## config.mk

```make
export PLATFORM = sky130hd
export DESIGN_NAME = mdr_ctrl_flat
export DESIGN_NICKNAME = d
export VERILOG_FILES = /design/src/rtl/mdr_ctrl_if.sv /design/src/rtl/mdr_ctrl.sv /design/src/flat_wrapper.sv
export SDC_FILE = /design/constraint.sdc
export NUM_CORES = 1
export LEC_CHECK = 0
export ABC_AREA = 1
export CAP_MARGIN = 20
export CORE_MARGIN = 4
export CORE_UTILIZATION = 45
export DETAILED_ROUTE_END_ITERATION = 16
export HOLD_SLACK_MARGIN = 0.03
export PLACE_DENSITY = 0.88
export SYNTH_ARGS = -nofsm -noshare
export SYNTH_HDL_FRONTEND = slang
export SYNTH_SLANG_ARGS = --single-unit
```

## constraint.sdc

```tcl
create_clock -name clk -period 1.61 [get_ports clk]
set_input_delay 0.4025 -clock clk [delete_from_list [all_inputs] [get_ports clk]]
set_output_delay 0.4025 -clock clk [all_outputs]
set_load 0.01 [all_outputs]
```

## src/rtl/mdr_ctrl_if.sv

```systemverilog
// Signal bundle between the switch/button front end, the arithmetic core
// and the mdr_ctrl sequencer.
//
// Handshake semantics: there is no back-pressure on this bus. i_start,
// i_valid and i_done are single-cycle strobes; a strobe is consumed on the
// rising edge where it is high, provided the sequencer is in a state that
// accepts it, and is otherwise dropped. The sequencer's own o_core_start is
// a single-cycle strobe to the core. o_ready/o_wait_x/o_wait_y/o_busy/
// o_valid/o_error are level status flags that tell the producers which
// strobe is accepted next.
interface mdr_ctrl_if #(
    parameter int DW = 16
);
    logic              i_start;
    logic              i_valid;
    logic [DW-1:0]     i_data;
    logic [1:0]        i_op;
    logic              i_done;
    logic [2*DW-1:0]   i_result;
    logic [DW-1:0]     i_rem;

    logic [DW-1:0]     o_x;
    logic [DW-1:0]     o_y;
    logic [1:0]        o_op;
    logic              o_core_start;
    logic [2*DW-1:0]   o_result;
    logic [DW-1:0]     o_rem;
    logic              o_ready;
    logic              o_wait_x;
    logic              o_wait_y;
    logic              o_busy;
    logic              o_valid;
    logic              o_error;

    // Sequencer side
    modport slave (
        input  i_start, i_valid, i_data, i_op, i_done, i_result, i_rem,
        output o_x, o_y, o_op, o_core_start, o_result, o_rem,
        output o_ready, o_wait_x, o_wait_y, o_busy, o_valid, o_error
    );

    // Environment side (front end, core, testbench)
    modport master (
        output i_start, i_valid, i_data, i_op, i_done, i_result, i_rem,
        input  o_x, o_y, o_op, o_core_start, o_result, o_rem,
        input  o_ready, o_wait_x, o_wait_y, o_busy, o_valid, o_error
    );
endinterface

```

## src/rtl/mdr_ctrl.sv

```systemverilog
// Operand-collection and sequencing controller for a multiply / divide /
// square-root core. Latches X (with opcode) and Y from the switch stage,
// fires the core, waits for its done with a bounded timeout and holds the
// result (or an error) until the next start request.
module mdr_ctrl #(
    parameter int DW  = 16,
    parameter int TMO = 1023
) (
    input  logic        clk,
    input  logic        rst,
    mdr_ctrl_if.slave   bus,
    output logic [2:0]  dbg_state_o
);
    localparam int              CW    = $clog2(TMO + 1);
    localparam logic [CW-1:0]   TMO_C = CW'(TMO);

    localparam logic [1:0] OP_NONE = 2'b00;
    localparam logic [1:0] OP_DIV  = 2'b10;
    localparam logic [1:0] OP_SQRT = 2'b11;

    typedef enum logic [2:0] {
        IDLE   = 3'd0,
        WAIT_X = 3'd1,
        WAIT_Y = 3'd2,
        START  = 3'd3,
        BUSY   = 3'd4,
        DONE   = 3'd5,
        ERR    = 3'd6
    } state_e;

    state_e            state_q, state_d;
    logic [CW-1:0]     cnt_q, cnt_d;
    logic [DW-1:0]     x_q, x_d;
    logic [DW-1:0]     y_q, y_d;
    logic [1:0]        op_q, op_d;
    logic [2*DW-1:0]   result_q, result_d;
    logic [DW-1:0]     rem_q, rem_d;

    // State and datapath registers; reset aborts any operation at once
    always_ff @(posedge clk or negedge rst) begin
        if (!rst) begin
            state_q  <= IDLE;
            cnt_q    <= '0;
            x_q      <= '0;
            y_q      <= '0;
            op_q     <= '0;
            result_q <= '0;
            rem_q    <= '0;
        end else begin
            state_q  <= state_d;
            cnt_q    <= cnt_d;
            x_q      <= x_d;
            y_q      <= y_d;
            op_q     <= op_d;
            result_q <= result_d;
            rem_q    <= rem_d;
        end
    end

    // Next-state and datapath update; a start request from any waiting or
    // terminal state restarts the sequence with all operands/results zeroed
    always_comb begin
        state_d  = state_q;
        cnt_d    = cnt_q;
        x_d      = x_q;
        y_d      = y_q;
        op_d     = op_q;
        result_d = result_q;
        rem_d    = rem_q;

        case (state_q)
            IDLE: begin
                if (bus.i_start) begin
                    state_d = WAIT_X;
                end
            end

            WAIT_X: begin
                if (bus.i_start) begin
                    state_d  = WAIT_X;
                    x_d      = '0;
                    y_d      = '0;
                    op_d     = '0;
                    result_d = '0;
                    rem_d    = '0;
                end else if (bus.i_valid) begin
                    x_d  = bus.i_data;
                    op_d = bus.i_op;
                    if (bus.i_op == OP_NONE) begin
                        state_d = ERR;
                    end else if (bus.i_op == OP_SQRT) begin
                        // sqrt is unary: skip Y and present a clean zero
                        y_d     = '0;
                        state_d = START;
                    end else begin
                        state_d = WAIT_Y;
                    end
                end
            end

            WAIT_Y: begin
                if (bus.i_start) begin
                    state_d  = WAIT_X;
                    x_d      = '0;
                    y_d      = '0;
                    op_d     = '0;
                    result_d = '0;
                    rem_d    = '0;
                end else if (bus.i_valid) begin
                    y_d = bus.i_data;
                    if (op_q == OP_DIV && bus.i_data == '0) begin
                        state_d = ERR;
                    end else begin
                        state_d = START;
                    end
                end
            end

            START: begin
                cnt_d   = '0;
                state_d = BUSY;
            end

            BUSY: begin
                // done beats the timeout even on the final counted cycle
                if (bus.i_done) begin
                    result_d = bus.i_result;
                    rem_d    = (op_q == OP_DIV) ? bus.i_rem : '0;
                    state_d  = DONE;
                end else if (cnt_q == TMO_C) begin
                    state_d = ERR;
                end else begin
                    cnt_d = cnt_q + CW'(1);
                end
            end

            DONE, ERR: begin
                if (bus.i_start) begin
                    state_d  = WAIT_X;
                    x_d      = '0;
                    y_d      = '0;
                    op_d     = '0;
                    result_d = '0;
                    rem_d    = '0;
                end
            end

            default: begin
                state_d = IDLE;
            end
        endcase
    end

    // Moore status decode and registered data outputs
    assign bus.o_ready      = (state_q == IDLE);
    assign bus.o_wait_x     = (state_q == WAIT_X);
    assign bus.o_wait_y     = (state_q == WAIT_Y);
    assign bus.o_busy       = (state_q == START) || (state_q == BUSY);
    assign bus.o_core_start = (state_q == START);
    assign bus.o_valid      = (state_q == DONE);
    assign bus.o_error      = (state_q == ERR);

    assign bus.o_x      = x_q;
    assign bus.o_y      = y_q;
    assign bus.o_op     = op_q;
    assign bus.o_result = result_q;
    assign bus.o_rem    = rem_q;

    assign dbg_state_o  = state_q;
endmodule

```

## src/flat_wrapper.sv

```systemverilog
// flat-port wrapper written by rule: the top's interface ports become plain ports
module mdr_ctrl_flat 
#(
    parameter int DW  = 16,
    parameter int TMO = 1023
)
  (clk, rst, dbg_state_o, bus_i_start, bus_i_valid, bus_i_data, bus_i_op, bus_i_done, bus_i_result, bus_i_rem, bus_o_x, bus_o_y, bus_o_op, bus_o_core_start, bus_o_result, bus_o_rem, bus_o_ready, bus_o_wait_x, bus_o_wait_y, bus_o_busy, bus_o_valid, bus_o_error);
  mdr_ctrl_if #(.DW(DW)) bus_i ();
  input  logic clk;
  input  logic rst;
  output logic [2:0] dbg_state_o;
  input wire logic [$bits(bus_i.i_start)-1:0] bus_i_start;
  input wire logic [$bits(bus_i.i_valid)-1:0] bus_i_valid;
  input wire logic [$bits(bus_i.i_data)-1:0] bus_i_data;
  input wire logic [$bits(bus_i.i_op)-1:0] bus_i_op;
  input wire logic [$bits(bus_i.i_done)-1:0] bus_i_done;
  input wire logic [$bits(bus_i.i_result)-1:0] bus_i_result;
  input wire logic [$bits(bus_i.i_rem)-1:0] bus_i_rem;
  output wire logic [$bits(bus_i.o_x)-1:0] bus_o_x;
  output wire logic [$bits(bus_i.o_y)-1:0] bus_o_y;
  output wire logic [$bits(bus_i.o_op)-1:0] bus_o_op;
  output wire logic [$bits(bus_i.o_core_start)-1:0] bus_o_core_start;
  output wire logic [$bits(bus_i.o_result)-1:0] bus_o_result;
  output wire logic [$bits(bus_i.o_rem)-1:0] bus_o_rem;
  output wire logic [$bits(bus_i.o_ready)-1:0] bus_o_ready;
  output wire logic [$bits(bus_i.o_wait_x)-1:0] bus_o_wait_x;
  output wire logic [$bits(bus_i.o_wait_y)-1:0] bus_o_wait_y;
  output wire logic [$bits(bus_i.o_busy)-1:0] bus_o_busy;
  output wire logic [$bits(bus_i.o_valid)-1:0] bus_o_valid;
  output wire logic [$bits(bus_i.o_error)-1:0] bus_o_error;
  assign bus_i.i_start = bus_i_start;
  assign bus_i.i_valid = bus_i_valid;
  assign bus_i.i_data = bus_i_data;
  assign bus_i.i_op = bus_i_op;
  assign bus_i.i_done = bus_i_done;
  assign bus_i.i_result = bus_i_result;
  assign bus_i.i_rem = bus_i_rem;
  assign bus_o_x = bus_i.o_x;
  assign bus_o_y = bus_i.o_y;
  assign bus_o_op = bus_i.o_op;
  assign bus_o_core_start = bus_i.o_core_start;
  assign bus_o_result = bus_i.o_result;
  assign bus_o_rem = bus_i.o_rem;
  assign bus_o_ready = bus_i.o_ready;
  assign bus_o_wait_x = bus_i.o_wait_x;
  assign bus_o_wait_y = bus_i.o_wait_y;
  assign bus_o_busy = bus_i.o_busy;
  assign bus_o_valid = bus_i.o_valid;
  assign bus_o_error = bus_i.o_error;
  mdr_ctrl #(.DW(DW), .TMO(TMO)) u_core (.clk(clk), .rst(rst), .bus(bus_i), .dbg_state_o(dbg_state_o));
endmodule
```

=== After elaboration in Yosys (flattened, before gate mapping) ===
Index checks and enable logic that the tools add are counted.
W data, S select, Z words.

* Bits in registers: 95
* Input bits: 71
* Output and inout bits: 92
* Word-level logic and storage cells: 80

* $add $sub $neg: 1
* Equal/unequal tests: 21
* Mux-type cells: 33
* Reduce and logical (&&, ||, !) cells: 18

{| class="wikitable"
|+ Operators with widths
! operator !! count
|-
| $mux W16 || 9
|-
| $mux W32 || 2
|-
| $pmux W16 S2 || 2
|-
| $pmux W32 S2 || 1
|-
| $pmux W16 S3 || 1
|-
| $mux W3 || 9
|-
| $mux W10 || 2
|-
| $pmux W10 S2 || 1
|-
| $logic_not A16 Y1 || 1
|-
| $pmux W3 S5 || 1
|-
| $add A10 B1 Y10 const B || 1
|-
| $eq A10 B10 Y1 const B || 1
|-
| $eq A3 B3 Y1 const B || 3
|-
| $ne A3 B3 Y1 const B || 3
|-
| $reduce_and A3 Y1 || 3
|-
| $ne A2 B2 Y1 const B || 4
|-
| $eq A3 B2 Y1 const B || 2
|-
| $mux W2 || 3
|-
| $ne A2 B1 Y1 const B || 3
|-
| $ne A3 B2 Y1 const B || 2
|-
| $reduce_and A6 Y1 || 1
|-
| $reduce_bool A2 Y1 || 3
|-
| $reduce_or A3 Y1 || 2
|-
| $eq A2 B2 Y1 const B || 2
|-
| other kinds (11) || 11
|}

=== Longest topological paths before layout ===
Gate-level depths: netlist of run 1.

* Word-level depth: 6
* Gate-level depth with buffers: 10
* Mapped depth without buffers: 9

=== Worst setup path after synthesis of run 1 ===
OpenSTA, ideal clock, no wires.

* Path type: register to output
* From: register u_core.state_q[0] (netlist: u_core.dbg_state_o[0])
* To: output port bus_o_wait_y
* Data arrival time: 1.110 ns
* Required time: 1.207 ns
* Path slack: 0.097 ns
* Cell stages (with the launch flop): 6
* Path buffers: 2
* Cells stage by stage: dfrtp_1 inv_2 nand2_2 nor2_4 buf_4 buf_4

* Longest elaborated chain between the ends: 1

{| class="wikitable"
|+ RTL lines
! what !! line !! text
|-
| start, declared || mdr_ctrl.sv:31 || <nowiki>state_e state_q, state_d;</nowiki>
|-
| start signal, assigned || mdr_ctrl.sv:50 || <nowiki>state_q <= state_d;</nowiki>
|-
| $eq A3 B2 Y1 || mdr_ctrl.sv:157 || <nowiki>assign bus.o_wait_y = (state_q == WAIT_Y);</nowiki>
|-
| end, declared || flat_wrapper.sv:27 || <nowiki>output wire logic [$bits(bus_i.o_wait_y)-1:0] bus_o_wait_y;</nowiki>
|}

No other way between the ends.

=== Worst setup path after layout of run 1 ===
* From: register u_core.state_q[0] (netlist: u_core.dbg_state_o[0])
* To: output port bus_o_wait_x

* Longest elaborated chain between the ends: 1

{| class="wikitable"
|+ RTL lines
! what !! line !! text
|-
| $eq A3 B1 Y1 || mdr_ctrl.sv:156 || <nowiki>assign bus.o_wait_x = (state_q == WAIT_X);</nowiki>
|-
| end, declared || flat_wrapper.sv:26 || <nowiki>output wire logic [$bits(bus_i.o_wait_x)-1:0] bus_o_wait_x;</nowiki>
|}

No other way between the ends.

==> results of run 1 <==
==> kinds of logic after synthesis <==
logic type	count (synthesis)
flip-flops	95
adder cells (fa/ha/maj)	1
XOR/XNOR	2
buffers and inverters	56
AND/OR/NAND/NOR	304
AO/OA/AOI/OAI	68
==> timing repair <==
item	4_1_cts	5_1_grt
buffers inserted	6	6
cloned	2	6
pin swaps	2	10
setup endpoints to repair	143	94
gates resized for setup	145	69
==> Yosys cell counts, drive strengths merged <==
master,n
nand2,125
nand3,113
dfrtp,95
nor2,59
a21oi,36
buf,31
o21ai,26
inv,23
nand4,4
a21o,2
clkbuf,2
nor3,2
o21bai,2
xor2,2
a31oi,1
ha,1
o211ai,1
or2,1
==> state kept, by name, indices dropped and copies added (netlist names) <==
name / flops
u_core.cnt_q: 10
u_core.bus.o_y: 16
u_core.bus.o_x: 16
u_core.bus.o_rem: 16
u_core.bus.o_result: 32
u_core.dbg_state_o: 3
u_core.bus.o_op: 2
==> layout make-up <==
class,instances,share of cell area
Timing Repair Buffer,239,0.320
Multi-Input combinational cell,375,0.287
Clock buffer,11,0.0194
Tap cell,133,0.0228
Sequential cell,95,0.326
Clock inverter,5,0.0111
Inverter,23,0.0125
==> per-layer routing <==
metal,GRT usage,part of all wire
met5,0,0
met4,0.0875,0.029
met3,0.0585,0.070
met2,0.395,0.52
met1,0.283,0.38
==> worst min path at each step <==
stage                                           endpoint  slack (ns)  depth (start not counted)
after floorplan           u_core.bus.o_op[0]$_DFFE_PN0P_        0.11                          0
after global placement     u_core.bus.o_y[5]$_DFFE_PN0P_        0.47                          2
after detailed placement   u_core.bus.o_y[7]$_DFFE_PN0P_        0.47                          2
after CTS                 u_core.bus.o_y[10]$_DFFE_PN0P_        0.09                          2
after global routing      u_core.bus.o_y[10]$_DFFE_PN0P_        0.11                          2
final                     u_core.bus.o_y[10]$_DFFE_PN0P_        0.05                          2
==> worst max-delay path: cells and delay by family (launching register included) <==
kind	cells	cell delay, ns
flops	1	0.50
buf+inv	2	0.26
simple gates	2	0.17
==> where the power goes <==
group,switching [mW],leakage [nW],internal (mW),total [mW]
clock network,0.859,0.110,0.918,1.78
logic,3.45,2.28,3.14,6.59
registers,0.574,1.24,3.22,3.80
==> qor.txt, run 1 <==
outcome = finished with violations
failing checks = setup timing
RSZ-0062 raised after global routing = true
Mapped Area = 4540 µm²
fin cells = 881
post-route setup slack = -0.109 ns
Max Cap Viol = 0
#FFs+latches synth = 95
total iterations of the first detailed-routing run = 5
Leakage = 3.63 nW
Synth Area in Simple Gates = 0.310
Reg area = 2380 µm²
Crit path required time = 1.21 ns
Slew @ Worst Pin = 0.521 ns
complex-gate fraction of the synthesized area = 0.0912
worst-skew pair later-pin latency = 0.37 ns
hold_ws = 0.0544 ns
FF-to-FF End = u_core.bus.o_y[12]$_DFFE_PN0P_
Total GRT Usage = 0.232
commonest cells after routing, fill and taps aside = nand3_1, nand2_1, dfrtp_1
Critical Path Most Common Cell = buf_6
Reg2Reg Setup Slack = -0.08 ns
cell count after synthesis = 526
PortBufs = 162
largest net degree at the start of global routing = 96
die area = 11800 µm²
pwr/cell area = 1670 nW/µm²
CP max FO = 5
syn_nets = 598
largest family of logic cells by synthesized area = simple AND/OR/NAND/NOR gates
aggregate global routing overflow = 0
initial antenna violation count = 0
starting density of the core = 0.462
distinct cell type count after synthesis = 32
final slew viol count = 0
Horiz. Die Dim = 108 µm
Yosys top cell by area = dfrtp_1
Final Cycle Share = 1.07
register area share after synthesis = 0.524
crit-path cells = buf_6 > nand2_4 > nor2_4 > buf_6
# DRC = 0
total of fill cells in the finished design = 693
htree depth = 3
mux share of post-synthesis cell area = 0
Setup CP Type = register to output port
first-pass GRT wire length = 21.5 mm
Hold-fix buffers, CTS = 0
Placed Cells incl. Taps = 846
Nets = 815
vias in the first global route = 4516
CP endpoint = bus_o_wait_x
Multi-input gate area = 2100 µm²
minimum clock period = 1.72 ns
Max IR drop VDD = 0.825 mV
Slew HR = 0.653
Top Ports = 163
xor/xnor cell area share of the yosys netlist = 0.00386
Vias/cell = 5.33
die height = 108 µm
Fin Clk Skew = 0.0150 ns
Post-DP HPWL = 9.58 mm
Yosys top cell area share = 0.524
total number of vias = 4695
# diodes = 0
post-route cell area = 7300 µm²
Core Util, Final = 0.743
Hold WC Path Type = primary input to asynchronous set/reset pin
synthesized area per cell = 8.63 µm²
adder-cell share of the synthesized area = 0.00276
CP arrival = 1.32 ns
CP Launch Point = u_core.dbg_state_o[0]$_DFFE_PN0P_
synth top area cells = dfrtp_1, nand3_1, nand2_1
DR WL/cell = 17.0 µm
pre-CTS setup slack = -0.176 ns
CP max stage delay = 0.50 ns
Power, Total = 12.2 mW
final setup fails = 28
layout cells sized above 1 = 0.255
core area = 9820 µm²
startpoint types = register
RR Startpoint = u_core.dbg_state_o[0]$_DFFE_PN0P_
final hold vios = 0
Yosys Warn Count = 0
Area Growth Syn to Fin = 60.7%
crit end category = output port
CP max stage cell = dfrtp_2
WL final = 14.9 mm
Std-Cell Rows = 36
Placer Congestion = 0.824
setup tns final = -1.54 ns
most common cell after layout, fill and taps aside = nand3_1
total CTS buffers = 9
drt initial violations = 300
Antenna Nets Post-Route = 0
clock sink count = 95
max frequency = 582 MHz
DP Area = 6620 µm²
CTS tree = yes
Worst R2R Path Depth = 10
CTS Root Cell = clkbuf_8
Worst-path clk slew = 0.10 ns
CTS max path bufs = 2
(Power assumes the default switching activity.)
==> run 2, diff against run 1 <==
Settings changed: CAP_MARGIN 20 to unset.
==> results of run 2 <==
No change in the layout: final DEF, timing and power equal those of run 1.
